===== src/rtl/alu_pkg.sv =====
// alu_pkg: shared op encodings, alu_ctl constants and FSM state type for the serial ALU.
package alu_pkg;
  localparam logic [1:0] OP_AND = 2'b00;
  localparam logic [1:0] OP_OR = 2'b01;
  localparam logic [1:0] OP_ADD = 2'b10;
  localparam logic [1:0] OP_LESS = 2'b11;
  localparam logic [3:0] ALU_AND = 4'b0000;
  localparam logic [3:0] ALU_OR = 4'b0001;
  localparam logic [3:0] ALU_ADD = 4'b0010;
  localparam logic [3:0] ALU_SUB = 4'b0110;
  localparam logic [3:0] ALU_SLT = 4'b0111;
  localparam logic [3:0] ALU_NOR = 4'b1100;
  typedef enum logic [1:0] {IDLE, RUN, DONE} state_t;
endpackage


===== src/rtl/alu_cell.sv =====
// alu_cell: one-bit ALU slice with invertible operands, full adder and less passthrough.
module alu_cell
  import alu_pkg::*;
(
  input logic a,
  input logic b,
  input logic a_invert,
  input logic b_invert,
  input logic carry_in,
  input logic less,
  input logic [1:0] op,
  output logic result,
  output logic sum,
  output logic carry_out
);
  logic aa, bb;
  assign aa = a ^ a_invert;
  assign bb = b ^ b_invert;
  assign sum = aa ^ bb ^ carry_in;
  assign carry_out = (aa & bb) | (aa & carry_in) | (bb & carry_in);
  assign result = op == OP_AND ? aa & bb : op == OP_OR ? aa | bb : op == OP_ADD ? sum : less;
endmodule


===== src/rtl/serial_alu_ctrl.sv =====
// serial_alu_ctrl: bit-serial ALU, one bit per cycle LSB first through a single alu_cell.
module serial_alu_ctrl
  import alu_pkg::*;
#(
  parameter int WIDTH = 32
) (
  input logic clk,
  input logic rst,
  input logic in_valid,
  output logic in_ready,
  input logic [3:0] alu_ctl,
  input logic [WIDTH-1:0] a,
  input logic [WIDTH-1:0] b,
  output logic out_valid,
  input logic out_ready,
  output logic [WIDTH-1:0] result,
  output logic zero,
  output logic overflow,
  output logic carry_out
);
  localparam int IW = $clog2(WIDTH);
  state_t state;
  logic [WIDTH-1:0] a_q, b_q, res_next;
  logic [3:0] ctl_q;
  logic [IW-1:0] idx;
  logic carry, last, cell_res, cell_sum, cell_cout;
  assign last = idx == IW'(WIDTH - 1);
  assign in_ready = state == IDLE;
  assign out_valid = state == DONE;
  alu_cell u_cell (
    .a(a_q[idx]),
    .b(b_q[idx]),
    .a_invert(ctl_q[3]),
    .b_invert(ctl_q[2]),
    .carry_in(carry),
    .less(1'b0),
    .op(ctl_q[1:0]),
    .result(cell_res),
    .sum(cell_sum),
    .carry_out(cell_cout)
  );
  // set-on-less-than takes the sign of the difference into bit 0 on the last bit
  always_comb begin
    res_next = result;
    res_next[idx] = cell_res;
    res_next[0] = last && ctl_q[1:0] == OP_LESS ? cell_sum : res_next[0];
  end
  always_ff @(posedge clk) begin
    if (rst) begin
      state <= IDLE;
      result <= '0;
      zero <= 1'b0;
      overflow <= 1'b0;
      carry_out <= 1'b0;
      carry <= 1'b0;
      idx <= '0;
      a_q <= '0;
      b_q <= '0;
      ctl_q <= '0;
    end else begin
      case (state)
        IDLE: if (in_valid) begin
          a_q <= a;
          b_q <= b;
          ctl_q <= alu_ctl;
          idx <= '0;
          carry <= alu_ctl[2];
          state <= RUN;
        end
        RUN: begin
          result <= res_next;
          carry <= cell_cout;
          idx <= idx + 1'b1;
          if (last) begin
            state <= DONE;
            zero <= res_next == '0;
            overflow <= carry ^ cell_cout;
            carry_out <= cell_cout;
          end
        end
        DONE: if (out_ready) state <= IDLE;
        default: state <= IDLE;
      endcase
    end
  end
endmodule


===== config.mk =====
export PLATFORM = sky130hd
export DESIGN_NAME = serial_alu_ctrl
export DESIGN_NICKNAME = d
export VERILOG_FILES = /design/src/rtl/alu_pkg.sv /design/src/rtl/alu_cell.sv /design/src/rtl/serial_alu_ctrl.sv
export SDC_FILE = /design/constraint.sdc
export NUM_CORES = 1
export LEC_CHECK = 0
export CAP_MARGIN = 20
export CORE_MARGIN = 2
export CORE_UTILIZATION = 39
export DETAILED_ROUTE_END_ITERATION = 8
export PLACE_DENSITY = 0.64
export SLEW_MARGIN = 0
export SYNTH_ARGS = -nofsm -noshare
export SYNTH_HDL_FRONTEND = slang
export SYNTH_SLANG_ARGS = --single-unit

===== constraint.sdc =====
create_clock -name clk -period 7.06 [get_ports clk]
set_input_delay 1.412 -clock clk [delete_from_list [all_inputs] [get_ports clk]]
set_output_delay 1.412 -clock clk [all_outputs]
set_load 0.02 [all_outputs]

# Yosys cells after proc, flatten, opt, wreduce, memory -nomap -nowiden
# Cells that the tools add are included.
[word_totals]
wordCells = 62
input_bits = 72
output_inout_bits = 37
regBits = 111
[op_classes]
eq_ne = 9
magnitude_cmp = 2
n_reduce_logical = 10
n_mux = 19
bitwise_logic = 11
add_sub_neg = 1
[ops]
columns = ["operator", "count"]
rows = [
  ["bitwise mux 32 bit", 1],
  ["zero test 32 bit", 1],
  ["binary-select mux 1 bit (select 5 bit)", 2],
  ["one-hot mux 5 bit (2 select lines)", 1],
  ["2-to-1 mux 1 bit", 8],
  ["equality test 2 bit, second input constant", 3],
  ["< comparator 5 x 6 -> 1 bit, second input constant", 1],
  ["2-to-1 mux 2 bit", 3],
  ["one-hot mux 2 bit (3 select lines)", 1],
  ["AND reduction 2 bit", 3],
  ["adder 5 x 1 -> 5 bit, second input constant", 1],
  ["demux 1 bit (select 5 bit)", 1],
  ["equality test 5 bit, second input constant", 1],
  ["greater-or-equal comparator 5 x 1 -> 1 bit, second input constant", 1],
  ["2-to-1 mux 5 bit", 1],
  ["bitwise XOR 1 bit", 5],
  ["equality test 2 x 1 -> 1 bit, second input constant", 2],
  ["zero test 2 bit", 2],
  ["inequality test 2 bit, second input constant", 2],
  ["bitwise AND 1 bit", 3],
  ["OR 1 bit", 3],
  ["AND reduction 3 bit", 1],
  ["logical AND 1 bit", 2],
  ["inequality test 2 x 1 -> 1 bit, second input constant", 1],
  ["other kinds (2)", 2],
]

# Longest topological paths before layout
[depth]
depth_word = 11
mapped_depth = 15
depth_no_buf = 12

# Modules after synthesis
# Synthesis repeated with hierarchy kept, for this count alone.
[unflattened]
cells_unflattened = 669
hier_area_um2 = 5378.9
[modules_own_cells]
columns = ["module", "instances", "area_per_inst_um2", "seq_area_each_um2", "cells_per_inst"]
rows = [
  ["serial_alu_ctrl", 1, 5282.6, 2222.1, 660],
  ["alu_cell", 1, 96.3, 0.0, 9],
]

# Worst setup path after synthesis
# No wires, ideal clock.
[synth_path]
kind = "register -> register"
from = "reg idx[1]"
to = "reg zero"
slack_ns = 3.334
setup_time_ns = 0.069
t_required_ns = 6.991
arrival_time_ns = 3.658
path_buffers = 2
path_stages_with_launch = 15
synth_period_minus_slack_ns = 3.726
cell_sequence = "dfxtp_1 buf_2 buf_1 mux4_2 mux4_2 mux2i_1 xnor2_1 inv_1 fa_1 nand2b_1 a21oi_1 a2111oi_0 o22ai_1 a2111o_1 o21ai_1"
[synth_between]
elab_chain_cells = 11
elab_cells_between_ends = 24
classes_between = "2 x order compare; 1 x eq/ne; 11 x mux; 6 x bitwise; 4 x reduce/logical"
[synth_rtl]
columns = ["item", "line_no", "rtl"]
rows = [
  ["start: declaration", "serial_alu_ctrl.sv:25", "logic [IW-1:0] idx;"],
  ["start signal: assignment", "serial_alu_ctrl.sv:73", "idx <= idx + 1'b1;"],
  ["binary-select mux 1 bit (select 5 bit) (on tied branches)", "serial_alu_ctrl.sv:31, serial_alu_ctrl.sv:32", ""],
  ["2-to-1 mux 1 bit (on tied branches)", "serial_alu_ctrl.sv:31, serial_alu_ctrl.sv:32", ""],
  ["bitwise XOR 1 bit (on tied branches)", "alu_cell.sv:17, alu_cell.sv:18", ""],
  ["bitwise XOR 1 bit (2 in a row)", "alu_cell.sv:19", "assign sum = aa ^ bb ^ carry_in;"],
  ["2-to-1 mux 1 bit (3 in a row)", "alu_cell.sv:21", "assign result = op == OP_AND ? aa & bb : op == OP_OR ? aa | bb : op == OP_ADD ? sum : less;"],
  ["bitwise mux 32 bit", "serial_alu_ctrl.sv:45", "res_next[idx] = cell_res;"],
  ["2-to-1 mux 1 bit", "serial_alu_ctrl.sv:46", "res_next[0] = last && ctl_q[1:0] == OP_LESS ? cell_sum : res_next[0];"],
  ["zero test 32 bit", "serial_alu_ctrl.sv:76", "zero <= res_next == '0;"],
  ["end signal: assignment", "serial_alu_ctrl.sv:52", "zero <= 1'b0;"],
  ["end signal: assignment", "serial_alu_ctrl.sv:76", ""],
  ["end: declaration", "serial_alu_ctrl.sv:17", "output logic zero,"],
]
# Parallel ways exist; a longest one is shown, timed or not. The select of a mux whose other input is x is not followed.
# A chain may end at the register's enable or synchronous reset.

# Worst setup path in the final report
[layout_path]
from = "reg idx[0]"
to = "reg result[2]"
[layout_between]
elab_chain_cells = 9
elab_cells_between_ends = 19
classes_between = "2 x order compare; 10 x mux; 6 x bitwise; 1 x reduce/logical"
[layout_rtl]
columns = ["item", "line_no", "rtl"]
rows = [
  ["binary-select mux 1 bit (select 5 bit) (on tied branches)", "serial_alu_ctrl.sv:31, serial_alu_ctrl.sv:32", ""],
  ["2-to-1 mux 1 bit (on tied branches)", "serial_alu_ctrl.sv:31, serial_alu_ctrl.sv:32", ""],
  ["bitwise XOR 1 bit (on tied branches)", "alu_cell.sv:17, alu_cell.sv:18", ""],
  ["bitwise XOR 1 bit (2 in a row)", "alu_cell.sv:19", ""],
  ["2-to-1 mux 1 bit (3 in a row)", "alu_cell.sv:21", ""],
  ["bitwise mux 32 bit *", "serial_alu_ctrl.sv:45", ""],
  ["end signal: assignment", "serial_alu_ctrl.sv:71", "result <= res_next;"],
  ["end: declaration", "serial_alu_ctrl.sv:16", "output logic [WIDTH-1:0] result,"],
]
# Every way passes the cells marked *; elsewhere a longest branch is shown, timed or not. The select of a mux whose other input is x is not followed.

==> impl_metrics.csv <==
group,metric,value,unit
synthesis,syn_inst,670,
route,drt_wl_total,14230,µm
die,core_area,13400,µm²
place,dpl_cell_area,6548,µm²
die,start_util,40.26,%
synthesis,ys_seq_elements,111,
critical_path,r2r_slack,2.58,ns
critical_path,regToRegStartpoint,"idx[0]$_SDFFE_PP0P_",
route,drt.antenna.violating_nets,0,
global_routing,grt_usage,19.39,%
critical_path,endpoint_kind,"register",
power,peakVddDrop,132.1,µV
final_layout,synthToLayoutAreaGrowth,27.27,%
global_routing,grt_pass1_vias,4738,
clock_tree,htree_levels,3,
place,dp_hpwl,9947,µm
die,die_area,14790,µm²
synthesis,async_flop_share,0,%
final_layout,fin_area,6867,µm²
final_layout,fin_util,51.24,%
final_layout,seq_area,2222,µm²
critical_path,r2r_cells,14,
clock_tree,clk_latency,0.35,ns
clock_tree,cts_resized,0,
sta,fmaxAchievable,223.1,MHz
synthesis,synthTopCellsByArea,"dfxtp_1 41%, nand2_1 11%, a21oi_1 9.6%",
final_layout,multi_input_area,2929,µm²
final_layout,fin_nets,825,
power,power.leakage,2.293,nW
sta,period_minus_slack,4.482,ns
sta,hold_viol,0,
run,maxCapViolCount,0,
synthesis,synth_edf_count,0,
die,dieWidth,121.6,µm
final_layout,num-fill-cells,1316,
clock_tree,tritoncts,"yes",
min_path,min_from,"a_q[9]$_SDFFE_PP0P_",
critical_path,cp-start-kind,"register",
critical_path,crit_type,"register to register",
min_path,min_path_cells,2,
final_layout,drive_gt1_share,6.533,%
synthesis,ys_seq_area_share,41.19,%
synthesis,synth_cell_type_count,55,
clock_tree,cts_buffers,9,
clock_tree,clkSinkCount,111,
sta,skew,0.01368,ns
sta,drv_slew,0,
route,via_count,5033,
synthesis,synth_area_per_cell,8.052,µm²
route,remaining_drc_errors,0,
route,drt_iter0_drc,378,
place,place.gp.congestion,0.9117,
synthesis,synthTopCellsByCount,"158 x nand2_1, 111 x dfxtp_1, 104 x a21oi_1",
clock_tree,cts_hold_repair.buffers,0,
place,portBuffers,108,
power,total_power,1.346,mW
synthesis,yosys.area.top_type_share,41.19,%
die,die-height,121.6,µm
power,power.density,196.0,nW/µm²
synthesis,synth.cell_area,5395,µm²
sta,slew_headroom,36.29,%
status,status,"finished clean",
global_routing,grt_pass1_wl,23420,µm
die,io_pins,109,
global_routing,grt_max_degree,113,
route,dr.pass1.iters,5,
critical_path,crit_required,7.27,ns
die,row_count,42,
critical_path,critPathArrivalTime,4.69,ns
sta,tightest_slew,0.9543,ns
synthesis,synth_top_cell_by_area,"dfxtp_1",
synthesis,yosys_warnings,0,
final_layout,diodes,0,
synthesis,synth_ff_type,"dfxtp_1",
place,place_inst,909,
clock_tree,cts-root-buf,"clkbuf_16",
critical_path,rr_endpoint,"result[2]$_SDFFE_PP0P_",
synthesis,synthMostInstantiatedCell,"nand2_1",
min_path,hold_path_class,"register to register",
route,wl_per_cell,15.37,µm
sta,finalSetupViolCount,0,
final_layout,final_cells,926,
global_routing,grt_overflow,0,
clock_tree,clockBufferDepth,2,
sta,setup-tns-final,0,ns
clock_tree,cts.clk_slew.worst_paths,0.07,ns
critical_path,path_max_fanout,15,
sta,period_share,63.49,%
route,vias_per_cell,5.435,
global_routing,antenna_found_initial,0,
min_path,hold_path_end,"a_q[9]$_SDFFE_PP0P_",
sta,grt_setup_unrepaired,"no",
synthesis,syn_nets,750,
clock_tree,post-cts-setup-buffers,0,
how the worst max path moves through the flow:
stage / startpoint / slack [ns] / to
after global routing: idx[0]$_SDFFE_PP0P_ / 2.22 / result[2]$_SDFFE_PP0P_
after floorplan: idx[1]$_SDFFE_PP0P_ / 3.33 / zero$_SDFFE_PP0P_
after CTS: idx[0]$_SDFFE_PP0P_ / 2.48 / result[2]$_SDFFE_PP0P_
final: idx[0]$_SDFFE_PP0P_ / 2.58 / result[2]$_SDFFE_PP0P_
after detailed placement: idx[0]$_SDFFE_PP0P_ / 2.54 / result[2]$_SDFFE_PP0P_
after global placement: idx[0]$_SDFFE_PP0P_ / 2.34 / zero$_SDFFE_PP0P_
cell usage in the layout (no fill, tap or decap), types with 2 or more instances in the layout:
cell type / netlist / layout
nand2_1: 158 / 157
dfxtp_1: 111 / 111
clkdlybuf4s50_1: 0 / 107
a21oi_1: 104 / 104
nor2_1: 44 / 44
o21ai_0: 27 / 27
mux4_2: 20 / 20
or3_1: 17 / 17
nand2b_1: 13 / 13
nor3_1: 12 / 12
nand3_1: 11 / 11
inv_1: 10 / 10
clkbuf_16: 0 / 9
buf_4: 0 / 9
mux2i_1: 8 / 8
ha_1: 7 / 7
nor2b_1: 6 / 6
a211oi_1: 6 / 6
a31oi_1: 6 / 6
nand3b_1: 4 / 4
nor4_1: 3 / 3
nor3b_1: 3 / 3
o22ai_1: 3 / 3
a2111oi_0: 3 / 3
inv_6: 0 / 3
xor2_1: 2 / 2
or3b_1: 2 / 2
nand4_1: 2 / 2
nor4b_1: 2 / 2
a41oi_1: 2 / 2
o32ai_1: 2 / 2
a311oi_1: 2 / 2
o31a_1: 2 / 2
o21a_1: 2 / 2
kinds of logic (layout without fill, tap and decap cells):
family          after synthesis  count (layout)  share of synthesized area [%]
fa+ha+maj                     8               8                          1.994
mux                          28              28                          9.833
compound gates              172             172                          18.21
simple gates                285             285                          23.70
buf+inv                      63             143                          4.592
xor+xnor                      3               3                         0.4871
flops                       111             111                          41.19
area by class of cell:
type	instances	area share, %
Sequential cell	111	32.36
Clock inverter	6	0.9111
Clock buffer	10	3.335
Timing Repair Buffer	117	16.98
Tap cell	176	3.207
Inverter	10	0.5466
Multi-Input combinational cell	496	42.66
metrics by stage:
| stage | hold slack, ns | worst slack, ns |
|---|---|---|
| after floorplan | 0.4331 | 3.334 |
| after global placement | 0.4401 | 2.344 |
| after detailed placement | 0.4476 | 2.544 |
| after CTS | 0.4580 | 2.480 |
| after global routing | 0.4770 | 2.221 |
| final | 0.4567 | 2.578 |
power by group:
group | switching (mW) | leakage, nW | internal (mW)
sequential | 0.0176 | 0.906 | 0.652
combinational | 0.0926 | 1.24 | 0.0868
clock | 0.247 | 0.143 | 0.250
total | 0.357 | 2.29 | 0.989
critical path: stages (launching register included):
cell and delay (ns):
dfxtp_1 0.58, buf_4 0.37, mux4_2 0.53, mux4_2 0.48, mux2i_1 0.19, xnor2_1 0.18
inv_1 0.11, fa_1 0.50, nand2b_1 0.12, a21oi_1 0.10, nor2_1 0.65, buf_4 0.31
nor2_1 0.06, a21oi_1 0.12, nor2_1 0.05
registers in the layout, summed over array words and instances (netlist names), 2 cells and up:
name	cells
ctl_q	4
state	2
idx	5
a_q	32
b_q	32
result	32
per-layer routing:
layer	wire (µm)	global-route usage, %	vias up
li1	-	-	2485
met1	6563	25.95	2381
met2	6822	32.72	157
met3	700	3.230	10
met4	143	4.957	0
met5	0	0	-
Power figures use the tool's default switching activity.
